## config.mk

```make
export PLATFORM = sky130hd
export DESIGN_NAME = irq_ctrl
export DESIGN_NICKNAME = d
export VERILOG_FILES = /design/src/rtl/irq_ctrl.sv
export SDC_FILE = /design/constraint.sdc
export NUM_CORES = 1
export LEC_CHECK = 0
export BUFFER_PORTS_ARGS = -buffer_cell sky130_fd_sc_hd__buf_2
export CAP_MARGIN = 0
export CORE_ASPECT_RATIO = 1.2
export CORE_MARGIN = 5
export CORE_UTILIZATION = 55
export CTS_BUF_LIST = sky130_fd_sc_hd__clkbuf_2 sky130_fd_sc_hd__clkbuf_4 sky130_fd_sc_hd__clkbuf_8
export DETAILED_ROUTE_END_ITERATION = 6
export PLACE_DENSITY = 0.85
export SETUP_SLACK_MARGIN = 0.4
export SYNTH_ARGS = -nofsm -noshare
export SYNTH_HDL_FRONTEND = slang
export SYNTH_SLANG_ARGS = --single-unit
```

## constraint.sdc

```tcl
create_clock -name clk -period 2.69 [get_ports clk]
set_input_delay 0.269 -clock clk [delete_from_list [all_inputs] [get_ports clk]]
set_output_delay 0.269 -clock clk [all_outputs]
set_load 0.005 [all_outputs]
```

## src/rtl/irq_ctrl.sv

```systemverilog
// irq_ctrl: synchronises external interrupt lines, latches pending requests,
// applies enable mask and fixed lowest-index-first priority, and drives a
// single registered request into the control unit with ack/EOI handshake.
module irq_ctrl #(
    parameter int NUM_IRQ = 8
) (
    input  logic               clk,
    input  logic               rst,
    input  logic [NUM_IRQ-1:0] irq_in,
    input  logic               irq_ack,
    input  logic               wr_en,
    input  logic               rd_en,
    input  logic [1:0]         addr,
    input  logic [31:0]        wr_data,
    output logic [31:0]        rd_data,
    output logic               irq,
    output logic [4:0]         irq_id
);

    // Bits at and above NUM_IRQ are held at zero throughout; keeping every
    // register 32 wide lets reads return the value directly.
    localparam logic [31:0] IRQ_MASK = (NUM_IRQ >= 32) ? 32'hFFFF_FFFF
                                                       : ((32'd1 << NUM_IRQ) - 32'd1);

    localparam logic [1:0] ADDR_PENDING = 2'd0;
    localparam logic [1:0] ADDR_ENABLE  = 2'd1;
    localparam logic [1:0] ADDR_EDGE    = 2'd2;
    localparam logic [1:0] ADDR_VECTOR  = 2'd3;

    typedef enum logic [1:0] {
        ST_IDLE,
        ST_REQ,
        ST_SERVICE
    } state_t;

    state_t      state_q, state_d;
    logic [31:0] sync1_q, sync1_d;
    logic [31:0] sync2_q, sync2_d;
    logic [31:0] prev_q, prev_d;
    logic [31:0] pending_q, pending_d;
    logic [31:0] enable_q, enable_d;
    logic [31:0] edge_mode_q, edge_mode_d;
    logic [31:0] rd_data_q, rd_data_d;
    logic        irq_q, irq_d;
    logic [4:0]  irq_id_q, irq_id_d;

    logic [31:0] irq_ext;
    logic [31:0] wr_bits;
    logic [31:0] cand;
    logic [31:0] rise;
    logic [31:0] clr;
    logic [4:0]  win_id;
    logic        win_found;
    logic        wr_pending, wr_enable, wr_edge, wr_eoi;
    logic        ack_take;

    assign irq_ext = 32'(irq_in);
    assign rd_data = rd_data_q;
    assign irq     = irq_q;
    assign irq_id  = irq_id_q;

    // Register-window decode and masked write data.
    always_comb begin
        wr_pending = wr_en && (addr == ADDR_PENDING);
        wr_enable  = wr_en && (addr == ADDR_ENABLE);
        wr_edge    = wr_en && (addr == ADDR_EDGE);
        wr_eoi     = wr_en && (addr == ADDR_VECTOR);
        wr_bits    = wr_data & IRQ_MASK;
    end

    // Fixed priority: lowest enabled pending index wins.
    always_comb begin
        cand      = pending_q & enable_q;
        win_id    = '0;
        win_found = 1'b0;
        for (int unsigned i = 0; i < 32; i++) begin
            if (cand[i] && !win_found) begin
                win_id    = 5'(i);
                win_found = 1'b1;
            end
        end
    end

    // Request FSM next state; irq is registered from the next state so it
    // changes on the same edge as the state.
    always_comb begin
        state_d  = state_q;
        ack_take = 1'b0;
        case (state_q)
            ST_IDLE: begin
                if (win_found) state_d = ST_REQ;
            end
            ST_REQ: begin
                if (!win_found) begin
                    state_d = ST_IDLE;
                end else if (irq_ack) begin
                    state_d  = ST_SERVICE;
                    ack_take = 1'b1;
                end
            end
            ST_SERVICE: begin
                if (wr_eoi) state_d = ST_IDLE;
            end
            default: state_d = ST_IDLE;
        endcase
        irq_d    = (state_d == ST_REQ);
        irq_id_d = ack_take ? win_id : irq_id_q;
    end

    // Synchroniser, edge detect and pending/enable/edge register updates.
    always_comb begin
        sync1_d = irq_ext & IRQ_MASK;
        sync2_d = sync1_q;
        prev_d  = sync2_q;
        rise    = sync2_q & ~prev_q;

        clr = '0;
        if (wr_pending) clr = wr_bits;
        if (ack_take)   clr = clr | (32'd1 << win_id);
        clr = clr & edge_mode_q;

        // Edge-mode bits: set dominates clear. Level-mode bits mirror sync2.
        pending_d = (edge_mode_q & ((pending_q & ~clr) | rise))
                  | (~edge_mode_q & sync2_q);

        enable_d    = wr_enable ? wr_bits : enable_q;
        edge_mode_d = wr_edge   ? wr_bits : edge_mode_q;
    end

    // Registered read port; reads see pre-write register values.
    always_comb begin
        rd_data_d = rd_data_q;
        if (rd_en) begin
            case (addr)
                ADDR_PENDING: rd_data_d = pending_q;
                ADDR_ENABLE:  rd_data_d = enable_q;
                ADDR_EDGE:    rd_data_d = edge_mode_q;
                default:      rd_data_d = (state_q == ST_SERVICE) ? {27'b0, irq_id_q} : '0;
            endcase
        end
    end

    // State and datapath registers with asynchronous reset.
    always_ff @(posedge clk or posedge rst) begin
        if (rst) begin
            state_q     <= ST_IDLE;
            sync1_q     <= '0;
            sync2_q     <= '0;
            prev_q      <= '0;
            pending_q   <= '0;
            enable_q    <= '0;
            edge_mode_q <= '0;
            rd_data_q   <= '0;
            irq_q       <= 1'b0;
            irq_id_q    <= '0;
        end else begin
            state_q     <= state_d;
            sync1_q     <= sync1_d;
            sync2_q     <= sync2_d;
            prev_q      <= prev_d;
            pending_q   <= pending_d;
            enable_q    <= enable_d;
            edge_mode_q <= edge_mode_d;
            rd_data_q   <= rd_data_d;
            irq_q       <= irq_d;
            irq_id_q    <= irq_id_d;
        end
    end

endmodule
```

# Yosys cells after proc, flatten, opt, wreduce, memory -nomap -nowiden

Index checks and enable logic that the tools add are counted.

Flip-flop bits (word level): 112
Output and inout port bits: 38
Word-level logic and storage cells: 172

Shift operators: 1
Equality and inequality tests: 6
Bitwise logic cells: 12
Reductions and logical operators: 68
Multiplexer cells: 75

Operators with widths:

| operator                                         | count |
|---|---|
| 2-to-1 mux 5 bit                                 | 31 |
| AND 32 x 8 -> 32 bit                             | 3 |
| bitwise OR 32 bit                                | 3 |
| one-hot mux 32 bit (3 select lines)              | 1 |
| AND 8 x 32 -> 32 bit                             | 2 |
| NOT 8 -> 32 bit                                  | 2 |
| 2-to-1 mux 1 bit                                 | 36 |
| logical AND 1 bit                                | 35 |
| AND 32 bit                                       | 1 |
| 2-to-1 mux 32 bit                                | 1 |
| NOT 32 bit                                       | 1 |
| left shift 1 x 5 -> 32 bit, first input constant | 1 |
| zero test 1 bit                                  | 31 |
| 2-to-1 mux 2 bit                                 | 4 |
| 2-to-1 mux 8 bit                                 | 1 |
| == test 2 x 1 -> 1 bit, second input constant    | 3 |
| == test 2 bit, second input constant             | 3 |
| one-hot mux 2 bit (3 select lines)               | 1 |
| zero test 2 bit                                  | 2 |

# Longest topological paths before layout

Gate-level depths: netlist of run 1.

Depth in word-level cells: 104
Depth in mapped cells: 6

# Least setup slack after synthesis of run 1

Ideal clock, no wire load.

Kind: register to register
From: register pending_q[4]
To: register irq_id_q[0] (netlist: irq_id[0])
Cell stages (with the launch flop): 6
Setup slack: 1.179 ns
Clock period less this slack: 1.511 ns
Buffers on the path: 0
Required time: 2.572 ns
Setup time: 0.118 ns
Arrival: 1.393 ns
Cells stage by stage: dfrtp_1 a222oi_1 nand2_2 o21ai_4 a21oi_1 a21o_1

Word-level cells in the longest chain between the ends: 86
Elaborated cells on any way between the ends: 114
Classes of those cells: 58 x mux; 1 x bitwise; 55 x reduce/logical

RTL lines:

| element                | line | text |
|---|---|---|
| from (decl)            | 40   | `logic [31:0] pending_q, pending_d;` |
| from (signal assigned) | 161  | `pending_q <= pending_d;` |
| AND 32 x 8 -> 32 bit * | 73   | `cand = pending_q & enable_q;` |
| logical AND 1 bit *    | 77   | `if (cand[i] && !win_found) begin` |
| 2-to-1 mux 1 bit       | 77   |  |
| zero test 1 bit        | 77   |  |
| logical AND 1 bit      | 77   |  |
| 2-to-1 mux 1 bit       | 77   |  |
| zero test 1 bit        | 77   |  |
| logical AND 1 bit      | 77   |  |
| [... 70 more ...]      | -    |  |
| zero test 1 bit        | 77   |  |
| logical AND 1 bit      | 77   |  |
| 2-to-1 mux 1 bit       | 77   |  |
| zero test 1 bit        | 77   |  |
| logical AND 1 bit      | 77   |  |
| 2-to-1 mux 1 bit       | 77   |  |
| 2-to-1 mux 1 bit       | 94   | `if (!win_found) begin` |
| 2-to-1 mux 1 bit       | 89   | `case (state_q)` |
| to (signal assigned)   | 166  | `irq_id_q <= irq_id_d;` |
| to (decl)              | 45   | `logic [4:0] irq_id_q, irq_id_d;` |

Mark *: on every way between the ends. The rest lies on a longest branch, timed or not.
A chain may end at the register's enable or synchronous reset.

# Worst setup path after layout of run 1

From: register pending_q[0]
To: register pending_q[4]

Word-level cells in the longest chain between the ends: 104
Elaborated cells on any way between the ends: 137
Classes of those cells: 1 x shift; 66 x mux; 8 x bitwise; 62 x reduce/logical

RTL lines:

| element                | line | text |
|---|---|---|
| AND 32 x 8 -> 32 bit * | 73   |  |
| 2-to-1 mux 1 bit *     | 77   |  |
| zero test 1 bit        | 77   |  |
| logical AND 1 bit      | 77   |  |
| 2-to-1 mux 1 bit       | 77   |  |
| zero test 1 bit        | 77   |  |
| logical AND 1 bit      | 77   |  |
| 2-to-1 mux 1 bit       | 77   |  |
| [... 89 more ...]      | -    |  |
| 2-to-1 mux 32 bit *    | 119  | `if (ack_take) clr = clr \| (32'd1 << win_id);` |
| AND 32 x 8 -> 32 bit * | 120  | `clr = clr & edge_mode_q;` |
| NOT 32 bit *           | 123  | `pending_d = (edge_mode_q & ((pending_q & ~clr) \| rise))` |
| AND 32 bit *           | 123  |  |
| bitwise OR 32 bit *    | 123  |  |
| AND 8 x 32 -> 32 bit * | 123  |  |
| bitwise OR 32 bit *    | 124  | `\| (~edge_mode_q & sync2_q);` |
| via pending_d[4]       | 40   |  |

The timed path passes the listed nets; every way through them passes the cells marked *.

==> results of run 1 <==
critical path: stages (launching register included):
cell and delay [ns]:
dfrtp_1 0.43, a22oi_1 0.30, nand2_1 0.24, nor3_1 0.32, nand3_1 0.13, a22o_1 0.21
cells in the final DEF (no fill, tap or decap), types with 2 or more instances in the layout:
master	n
buf_2	34
a211oi_1	2
o31ai_1	2
nor3_1	2
a22o_1	3
a22oi_1	4
clkbuf_8	12
buf_4	3
nor2_1	13
mux2i_1	6
conb_1	26
nand3b_1	3
o2bb2ai_1	2
nand2_1	33
nand3_1	6
a21o_1	3
dfrtp_1	62
a21oi_1	22
o22ai_1	2
a221oi_1	2
inv_1	3
mux2_2	18
sequential cells by signal (all words and copies together), names as in the netlist:
| signal | flops |
|---|---|
| irq | 1 |
| prev_q | 8 |
| enable_q | 8 |
| prev_d | 8 |
| pending_q | 8 |
| irq_id | 3 |
| rd_data | 8 |
| state_q | 2 |
| edge_mode_q | 8 |
| sync1_q | 8 |
power by group through the flow:
| stage | clock network (uW) | logic, uW | registers, uW |
|---|---|---|---|
| after floorplan | 0 | 390 | 1210 |
| after global placement | 0 | 497 | 1230 |
| after detailed placement | 0 | 514 | 1240 |
| after CTS | 738 | 522 | 1220 |
| after global routing | 783 | 585 | 1250 |
| final | 716 | 524 | 1230 |
area by class of cell:
cell class,count,area [um2]
inverter,4,15.0
multi-input combinational,168,1030
clock buffer,13,173
timing repair buffer,38,203
sequential,62,1550
tap,60,75.1
clock inverter,1,5.00
fill,387,1810
final timing paths:
kind                                     end  slack (ns)  depth (start not counted)
worst min register to register     prev_d[6]        0.35                          0
min in group asynchronous          prev_d[5]        0.49                          3
worst min-delay path              sync1_q[6]        0.05                          1
worst max-delay path            pending_q[4]        0.93                          5
max in group asynchronous        enable_q[0]        1.56                          4
worst max register to register  pending_q[4]        0.93                          5
metal layers:
metal | up-vias | share of wire | global-route usage | routed length (um)
met3 | 17 | 0.091 | 0.0635 | 497
met4 | 0 | 0.031 | 0.129 | 169
li1 | 882 | - | - | -
met1 | 920 | 0.39 | 0.219 | 2140
met5 | - | 0 | 0 | 0
met2 | 90 | 0.48 | 0.298 | 2640
what timing repair did:
action                    in CTS  in global routing
hold endpoints to repair      20                  0
hold buffers                   1                  0
buffers inserted               0                  0
cells by family (layout without fill, tap and decap cells):
| logic type | count (synthesis) | count (layout) | synth area share |
|---|---|---|---|
| flops | 62 | 62 | 0.571 |
| mux | 24 | 24 | 0.0967 |
| simple gates | 65 | 65 | 0.108 |
| other cells | 1 | 26 | 0.00138 |
| compound gates | 53 | 53 | 0.140 |
| buf+inv | 34 | 56 | 0.0833 |
stage by stage:
| stage | instances | hold WS, ns | setup WS [ns] | power (uW) | area (um2) |
|---|---|---|---|---|---|
| after floorplan | 264 | 0.300 | 0.880 | 1600 | 2810 |
| after global placement | 331 | 0.294 | 1.01 | 1720 | 2870 |
| after detailed placement | 331 | 0.304 | 0.952 | 1750 | 2870 |
| after CTS | 346 | 0.0314 | 0.919 | 2480 | 3060 |
| after global routing | 346 | 0.0185 | 0.737 | 2610 | 3060 |
| final | 346 | 0.0469 | 0.928 | 2470 | 3060 |
==> impl_metrics.env, run 1 <==
export IMPL_cts_sinks=62
export IMPL_synth_area_per_cell_um2=11.4
export IMPL_avgRoutedWirePerCell_um=15.7
export IMPL_firstDrtPassIters=4
export IMPL_io_pins=85
export IMPL_nNetsFinal=330
export IMPL_io_buffers=34
export IMPL_die_y_um=87
export IMPL_synth_edf_count=0
export IMPL_route_detailed_drc=0
export IMPL_period_share=0.655
export IMPL_htreeDepth=3
export IMPL_combPwrFrac=0.212
export IMPL_yosysSeqAreaShare=0.571
export IMPL_cts_resized=0
export IMPL_worstMarginPinSlew_ns=0.600
export IMPL_path_clk_slew_ns=0.06
export IMPL_p_clk_frac=0.290
export IMPL_dieArea_um2=6450
export IMPL_drt_iter0_drc=162
export IMPL_yosysMostFrequentCell="dfrtp_1"
export IMPL_final_core_util=0.627
export IMPL_final_hold_violation_count=0
export IMPL_async_flop_share=1.00
export IMPL_synth_area_um2=2720
export IMPL_initial_utilization=0.558
export IMPL_synthTopCellsByArea="dfrtp_1 (57%), mux2_2 (7.5%), buf_4 (7.2%)"
export IMPL_rsz0062_at_grt="no"
export IMPL_cp_end_kind="flip-flop"
export IMPL_finalSetupTns_ns=0
export IMPL_status="finished clean"
export IMPL_r2r_start="pending_q[0]"
export IMPL_fp_row_count=28
export IMPL_via_count=1909
export IMPL_viasPerCell=5.52
export IMPL_power_switching_uw=738
export IMPL_period_needed_ns=1.76
export IMPL_worstPathMaxFanout=5
export IMPL_max_freq_mhz=567
export IMPL_crit_start="pending_q[0]"
export IMPL_synth_cells=239
export IMPL_syn_to_final_growth_pct=12.4
export IMPL_clk_latency_ns=0.33
export IMPL_synth_top_area_frac=0.571
export IMPL_internal_power_uw=1730
export IMPL_antenna_found_initial=0
export IMPL_yosysWarnings=0
export IMPL_core_area_um2=4870
export IMPL_finalMaxSlewViolations=0
export IMPL_p_leak_uw=0.00146
export IMPL_worstPathArrival_ns=1.98
export IMPL_finalClockSkew_ns=0.00494
export IMPL_wl_um=5450
export IMPL_hold_path_class="in -> reg"
export IMPL_p_seq_frac=0.498
export IMPL_synth_commonest_cells="dfrtp_1 (62), nand2_1 (33), buf_4 (26), a21oi_1 (22), mux2_2 (18)"
export IMPL_swShare=0.299
export IMPL_cap_violations=0
export IMPL_cts_max_path_buffers=2
export IMPL_ir_drop_v=0.000328
export IMPL_die_w_um=74.2
export IMPL_cts_tree="yes"
export IMPL_power_density_nw_per_um2=807
export IMPL_grt_max_degree=23
export IMPL_gp_congestion=0.911
export IMPL_relSlewSlack=0.598
export IMPL_setup_viol=0
export IMPL_cts_buffers=9
export IMPL_drtAntennaViolNets=0
export IMPL_synth_top_area_cell="dfrtp_1"
export IMPL_worst_setup_path_type="reg -> reg"
export IMPL_antenna_cells=0
export IMPL_gr_total_overflow=0
export IMPL_grt_usage=0.191
export IMPL_yosysUniqueCellTypes=41
export IMPL_hold_start="irq_in[6]"
export IMPL_ys_ff_latch=62
export IMPL_drive_above_1_share=0.262
export IMPL_grt_pass1_wl_um=9140
export IMPL_start_kind="flip-flop"
export IMPL_grt_pass1_vias=2031
export IMPL_required_ns=2.91
export IMPL_dpl_hpwl_um=3870
export IMPL_yosys_most_used_dff="dfrtp_1"
export IMPL_cts_root_buffer="clkbuf_8"
No activity file was read; power rests on OpenSTA's default activity.
==> run 2, diff against run 1 <==
--- a/config.mk
+++ b/config.mk
@@ -9,10 +9,10 @@
 export CAP_MARGIN = 0
 export CORE_ASPECT_RATIO = 1.2
 export CORE_MARGIN = 5
-export CORE_UTILIZATION = 55
+export CORE_UTILIZATION = 53
 export CTS_BUF_LIST = sky130_fd_sc_hd__clkbuf_2 sky130_fd_sc_hd__clkbuf_4 sky130_fd_sc_hd__clkbuf_8
 export DETAILED_ROUTE_END_ITERATION = 6
-export PLACE_DENSITY = 0.85
+export PLACE_DENSITY = 0.82
 export SETUP_SLACK_MARGIN = 0.4
 export SYNTH_ARGS = -nofsm -noshare
 export SYNTH_HDL_FRONTEND = slang
==> constraint.sdc (replaced) <==
create_clock -name clk -period 1.8 [get_ports clk]
set_input_delay 0.18 -clock clk [delete_from_list [all_inputs] [get_ports clk]]
set_output_delay 0.18 -clock clk [all_outputs]
set_load 0.005 [all_outputs]
==> run 2 against run 1 <==
  * Cell area grew 11%
  * Total power increased by 66%
  * Largest power group unchanged
  * Clock-buffer cell count rose by 2
  * Fmax up 5.2%
  * Combinational power increased by 120%
  * Sequential share of layout area down 5.1 points
  * Worst setup slack got worse by 0.80 ns
  * Flip-flop and latch count unchanged
  * Non-clock buffer count is 26 higher
  * First-iteration DRC count is 89% higher
  * Via count up 11%
  * Critical path type unchanged
==> impl_metrics.env, run 2 (synthesized netlist as in run 1, its figures left out) <==
export IMPL_status="finished clean"
export IMPL_mostFrequentLayoutCell="dfrtp_1"
export IMPL_cts_sinks=62
export IMPL_antenna_found_initial=0
export IMPL_dpl_hpwl_um=3660
export IMPL_grt_usage=0.205
export IMPL_final_hold_violation_count=0
export IMPL_initial_utilization=0.550
export IMPL_fp_row_count=28
export IMPL_power_density_nw_per_um2=1200
export IMPL_setup_viol=0
export IMPL_power_uw=4100
export IMPL_grt_use_met3=0.0591
export IMPL_instances_no_fill=375
export IMPL_gr_max_usage_layer="met2"
export IMPL_p_leak_uw=0.00162
export IMPL_grt_pass1_wl_um=9920
export IMPL_drt_iter0_drc=306
export IMPL_drtAntennaViolNets=0
export IMPL_clk_latency_ns=0.34
export IMPL_path_clk_slew_ns=0.07
export IMPL_worstPathArrival_ns=1.90
export IMPL_grt_max_degree=63
export IMPL_cts_tree="yes"
export IMPL_avgRoutedWirePerCell_um=16.9
export IMPL_firstDrtPassIters=5
export IMPL_finalSetupTns_ns=0
export IMPL_relSlewSlack=0.660
export IMPL_dieArea_um2=6670
export IMPL_ir_drop_v=0.000455
export IMPL_antenna_cells=0
export IMPL_worstPathMaxFanout=5
export IMPL_finalClockSkew_ns=0.0105
export IMPL_route_detailed_drc=0
export IMPL_io_buffers=34
export IMPL_grt_pass1_vias=2003
export IMPL_cts_buffers=9
export IMPL_mostFrequentLayoutCells="dfrtp_1 (60), buf_2 (34), nand2_1 (31)"
export IMPL_required_ns=2.02
export IMPL_gp_congestion=0.917
export IMPL_max_freq_mhz=597
export IMPL_nNetsFinal=357
export IMPL_cts_root_buffer="clkbuf_8"
export IMPL_dpl_cell_area_um2=2900
export IMPL_grt_use_met2=0.312
export IMPL_fillers=346
export IMPL_via_count=2120
export IMPL_worstMarginPinSlew_ns=0.509
export IMPL_crit_chain="a222oi_1, buf_4, nand2_4, o21ai_4, a21oi_2, a21o_1"
export IMPL_finalMaxSlewViolations=0
export IMPL_hold_ws_ns=0.0685
export IMPL_die_w_um=75.4
export IMPL_grt_use_met1=0.251
export IMPL_drive_above_1_share=0.365
export IMPL_period_needed_ns=1.68
export IMPL_die_y_um=88.4
export IMPL_period_share=0.931
export IMPL_io_pins=85
export IMPL_start_kind="flip-flop"
export IMPL_wl_um=6340
export IMPL_cap_violations=0
export IMPL_slowest_stage="dfrtp_1"
export IMPL_viasPerCell=5.65
export IMPL_gr_total_overflow=0
export IMPL_slowest_delay_ns=0.42
export IMPL_rsz0062_at_grt="yes"
export IMPL_htreeDepth=3
export IMPL_cts_max_path_buffers=2
export IMPL_syn_to_final_growth_pct=25.3
export IMPL_core_area_um2=4940
export IMPL_dp_cells=333
export IMPL_worst_setup_path_type="reg -> reg"
export IMPL_hold_path_class="in -> reg"
export IMPL_fin_area_um2=3410
export IMPL_cp_end_kind="flip-flop"
-- run 2: cell types whose count changed in the layout (fill, tap and decap cells not counted), moves of 3 or more --
cell / delta
buf_4: +13
buf_6: +4
dlygate4sd3_1: +8
a22oi_2: +3
clkbuf_4: +4
-- run 2: worst paths after layout --
path / startpoint / slack, ns / to / cells past startpoint
setup reg to reg: pending_q[5] / 0.12 / irq_id[0] / 6
max in group asynchronous: rst / 1.04 / pending_q[0] / 4
hold / removal: irq_ack / 0.07 / state_q[0] / 2
setup / recovery: pending_q[5] / 0.12 / irq_id[0] / 6
hold reg to reg: sync1_q[5] / 0.34 / prev_d[5] / 0
min in group asynchronous: rst / 0.48 / edge_mode_q[4] / 4
-- run 2: layout make-up --
class | instances | area [um2] | share of cell area
clock buffers | 15 | 175 | 0.0514
clock inverters | 1 | 5.00 | 0.00147
inverters | 4 | 18.8 | 0.00551
multi-input cells | 169 | 1130 | 0.332
flip-flops and latches | 62 | 1550 | 0.456
well taps | 60 | 75.1 | 0.0220
repair buffers | 64 | 445 | 0.131
-- run 2: power by group --
part	internal [uW]	switching [uW]	total [uW]
Combinational	560	598	1160
Clock	613	485	1100
Sequential	1620	220	1840
-- run 2: layer usage --
metal  routed length [um]  up-vias  share of wire
met4                  176        0          0.028
li1                     -      949              -
met5                    0        -              0
met1                 2470     1036           0.39
met2                 3100      116           0.49
met3                  602       19          0.095
-- run 2: through the flow --
stage / setup WS (ns) / utilization
3_3_place_gp: 0.181 / 0.587
3_5_place_dp: 0.146 / 0.587
4_1_cts: 0.311 / 0.676
5_1_grt: 0.101 / 0.689
2_1_floorplan: 0.294 / -
6_report: 0.125 / 0.689
-- run 2: repair_timing --
item	CTS	global route
pin swaps	7	10
gates cloned	1	0
endpoints found under the setup margin	11	14
hold buffers	9	0
resized for setup	15	10
endpoints found under the hold margin	70	0
buffers inserted	12	4
-- run 2: worst max-delay path, delay by kind of cell, from the launching register on --
kind | cells | cell delay, ns
AO/OA/AOI/OAI | 4 | 0.87
flip-flops | 1 | 0.42
buffers and inverters | 1 | 0.22
AND/OR/NAND/NOR | 1 | 0.06
==> run 3, diff against run 2 <==
--- a/config.mk
+++ b/config.mk
@@ -5,10 +5,10 @@
 export SDC_FILE = /design/constraint.sdc
 export NUM_CORES = 1
 export LEC_CHECK = 0
+export ABC_AREA = 1
 export BUFFER_PORTS_ARGS = -buffer_cell sky130_fd_sc_hd__buf_2
 export CAP_MARGIN = 0
 export CORE_ASPECT_RATIO = 1.2
-export CORE_MARGIN = 5
 export CORE_UTILIZATION = 53
 export CTS_BUF_LIST = sky130_fd_sc_hd__clkbuf_2 sky130_fd_sc_hd__clkbuf_4 sky130_fd_sc_hd__clkbuf_8
 export DETAILED_ROUTE_END_ITERATION = 6
==> run 3 against run 2 <==
  * Cell area up 1.2%
  * Synthesized cell count is 38% higher
  * Global-route usage rose by 2.0 points
  * Final cell count grew 22%
  * Sequential share of layout area fell by 0.60 points
==> impl_metrics.env, run 3 <==
export IMPL_p_leak_uw=0.00185
export IMPL_critical_path_top_delay_family="simple AND/OR/NAND/NOR gates"
export IMPL_die_y_um=81.8
export IMPL_rsz0062_at_grt="yes"
export IMPL_worstPathMaxFanout=5
export IMPL_synth_area_um2=2810
export IMPL_combPwrFrac=0.214
export IMPL_worstMarginPinSlew_ns=0.614
export IMPL_crit_top_cell="nand2_1"
export IMPL_yosysSeqAreaShare=0.551
export IMPL_dpl_hpwl_um=3680
export IMPL_max_freq_mhz=669
export IMPL_grt_pass1_wl_um=8910
export IMPL_ir_drop_v=0.000641
export IMPL_syn_to_final_growth_pct=22.5
export IMPL_power_switching_uw=1150
export IMPL_crit_buf_inv=0
export IMPL_io_pins=85
export IMPL_finalMaxSlewViolations=0
export IMPL_internal_power_uw=2850
export IMPL_hold_start="wr_data[2]"
export IMPL_initial_utilization=0.562
export IMPL_cts_tree="yes"
export IMPL_io_buffers=34
export IMPL_swShare=0.287
export IMPL_ys_ff_latch=62
export IMPL_drive_above_1_share=0.244
export IMPL_p_seq_frac=0.432
export IMPL_finalSetupTns_ns=0
export IMPL_via_count=2227
export IMPL_firstDrtPassIters=4
export IMPL_wl_um=5430
export IMPL_dieArea_um2=5610
export IMPL_crit_start="enable_q[0]"
export IMPL_start_kind="flip-flop"
export IMPL_regToRegSetupSlack_ns=0.31
export IMPL_drt_iter0_drc=160
export IMPL_async_flop_share=1.00
export IMPL_required_ns=2.08
export IMPL_r2r_start="enable_q[0]"
export IMPL_synth_top_area_frac=0.551
export IMPL_synth_cells=331
export IMPL_cts_sinks=62
export IMPL_nNetsFinal=440
export IMPL_synth_edf_count=0
export IMPL_worstPathArrival_ns=1.77
export IMPL_yosysWarnings=0
export IMPL_fillers=404
export IMPL_p_clk_frac=0.354
export IMPL_place_ws_ns=0.285
export IMPL_slowest_stage="dfrtp_1"
export IMPL_crit_chain="nand2_2, nand2_2, nor2_4, nand4_4, o21bai_4, nor2_4, nand2_1, nand2_1, nand2_1"
export IMPL_die_w_um=68.5
export IMPL_cts_max_path_buffers=2
export IMPL_yosysMostFrequentCell="nand2_1"
export IMPL_relSlewSlack=0.589
export IMPL_grt_usage=0.225
export IMPL_synthTopCellsByArea="dfrtp_1 (55%), nand2_1 (18%), buf_4 (6.9%)"
export IMPL_fp_row_count=28
export IMPL_cap_violations=0
export IMPL_cts_root_buffer="clkbuf_8"
export IMPL_slowest_delay_ns=0.41
export IMPL_drtAntennaViolNets=0
export IMPL_avgRoutedWirePerCell_um=11.9
export IMPL_mostFrequentLayoutCells="nand2_1 (124), dfrtp_1 (62), buf_2 (34)"
export IMPL_yosysUniqueCellTypes=24
export IMPL_hold_path_class="in -> reg"
export IMPL_grt_max_degree=63
export IMPL_power_density_nw_per_um2=1160
export IMPL_viasPerCell=4.86
export IMPL_grt_pass1_vias=2116
export IMPL_worst_slack_ns=0.306
export IMPL_yosys_most_used_dff="dfrtp_1"
export IMPL_core_area_um2=5010
export IMPL_mostFrequentLayoutCell="nand2_1"
export IMPL_htreeDepth=3
export IMPL_cts_buffers=9
export IMPL_clk_latency_ns=0.34
export IMPL_path_clk_slew_ns=0.07
export IMPL_finalClockSkew_ns=0.00502
export IMPL_route_detailed_drc=0
export IMPL_period_share=0.830
export IMPL_gr_total_overflow=0
export IMPL_gp_congestion=0.859
export IMPL_worst_setup_path_type="reg -> reg"
export IMPL_synth_commonest_cells="nand2_1 (133), dfrtp_1 (62), inv_1 (32), buf_4 (26)"
export IMPL_antenna_cells=0
export IMPL_period_needed_ns=1.49
export IMPL_antenna_found_initial=0
export IMPL_synth_area_per_cell_um2=8.50
export IMPL_final_hold_violation_count=0
export IMPL_status="finished clean"
export IMPL_synth_top_area_cell="dfrtp_1"
export IMPL_setup_viol=0
export IMPL_cp_end_kind="flip-flop"
[run 3: changes by cell type in the layout (fill, tap and decap cells not counted), moves of 5 or more]
cell	change
nand2_2	+11
mux2_2	-18
nand3_1	+12
nor2_4	+6
nor2_1	-7
a21oi_1	-20
mux2i_1	-6
nand2_1	+93
o21ai_0	+18
buf_4	-5
inv_1	+26
[run 3: metal layers]
metal | vias up | track usage | routed length [um]
met4 | 0 | 0.119 | 118
li1 | 1097 | - | -
met3 | 12 | 0.0847 | 302
met1 | 1051 | 0.256 | 2270
met2 | 67 | 0.361 | 2740
met5 | - | 0 | 0
[run 3: layout make-up]
type	count	area (um2)	share of cell area
clock inverters	3	65.1	0.0189
inverters	34	131	0.0381
well taps	60	75.1	0.0218
flip-flops and latches	62	1550	0.450
repair buffers	55	363	0.105
clock buffers	13	173	0.0501
multi-input cells	231	1090	0.316
[run 3: repair_timing]
item,in CTS,in global routing
endpoints found under the setup margin,11,13
endpoints found under the hold margin,70,0
hold buffers,9,0
pin swaps,8,8
gates resized for setup,6,17
buffers inserted,7,3
[run 3: power by group through the flow]
stage / logic [uW] / clock network (uW) / registers, uW
final: 855 / 1420 / 1720
after global routing: 978 / 1520 / 1750
after CTS: 782 / 1450 / 1720
after detailed placement: 703 / 0 / 1750
after global placement: 687 / 0 / 1740
after floorplan: 529 / 0 / 1730
[run 3: worst reg2reg max path, cell delays in order (launching register included)]
cell	delay, ns
dfrtp_1	0.41
nand2_2	0.09
nand2_2	0.07
nor2_4	0.16
nand4_4	0.14
o21bai_4	0.27
nor2_4	0.09
nand2_1	0.08
nand2_1	0.06
nand2_1	0.06
[run 3: cells by family (layout without fill, tap and decap cells)]
| logic type | after synthesis | count (layout) | synth area share |
|---|---|---|---|
| buffers and inverters | 63 | 105 | 0.120 |
| flip-flops | 62 | 62 | 0.551 |
| AO/OA/AOI/OAI | 27 | 27 | 0.0569 |
| AND/OR/NAND/NOR | 178 | 178 | 0.271 |
| other | 1 | 26 | 0.00133 |
[run 3: through the flow]
step	hold slack, ns	cell area (um2)	util	cells	total power [uW]
after floorplan	0.211	2910	-	356	2260
after CTS	0.0937	3380	0.674	455	3950
final	0.108	3450	0.688	458	3990
after global routing	0.112	3450	0.688	458	4250
after detailed placement	0.289	2980	0.594	423	2450
after global placement	0.285	2980	0.594	423	2420
[run 3: final timing paths]
path / to / cells past startpoint
min in group asynchronous: prev_d[6] / 4
hold / removal: enable_q[2] / 3
setup / recovery: pending_q[0] / 9
hold reg to reg: prev_d[1] / 0
max in group asynchronous: pending_q[2] / 4
setup reg to reg: pending_q[0] / 9
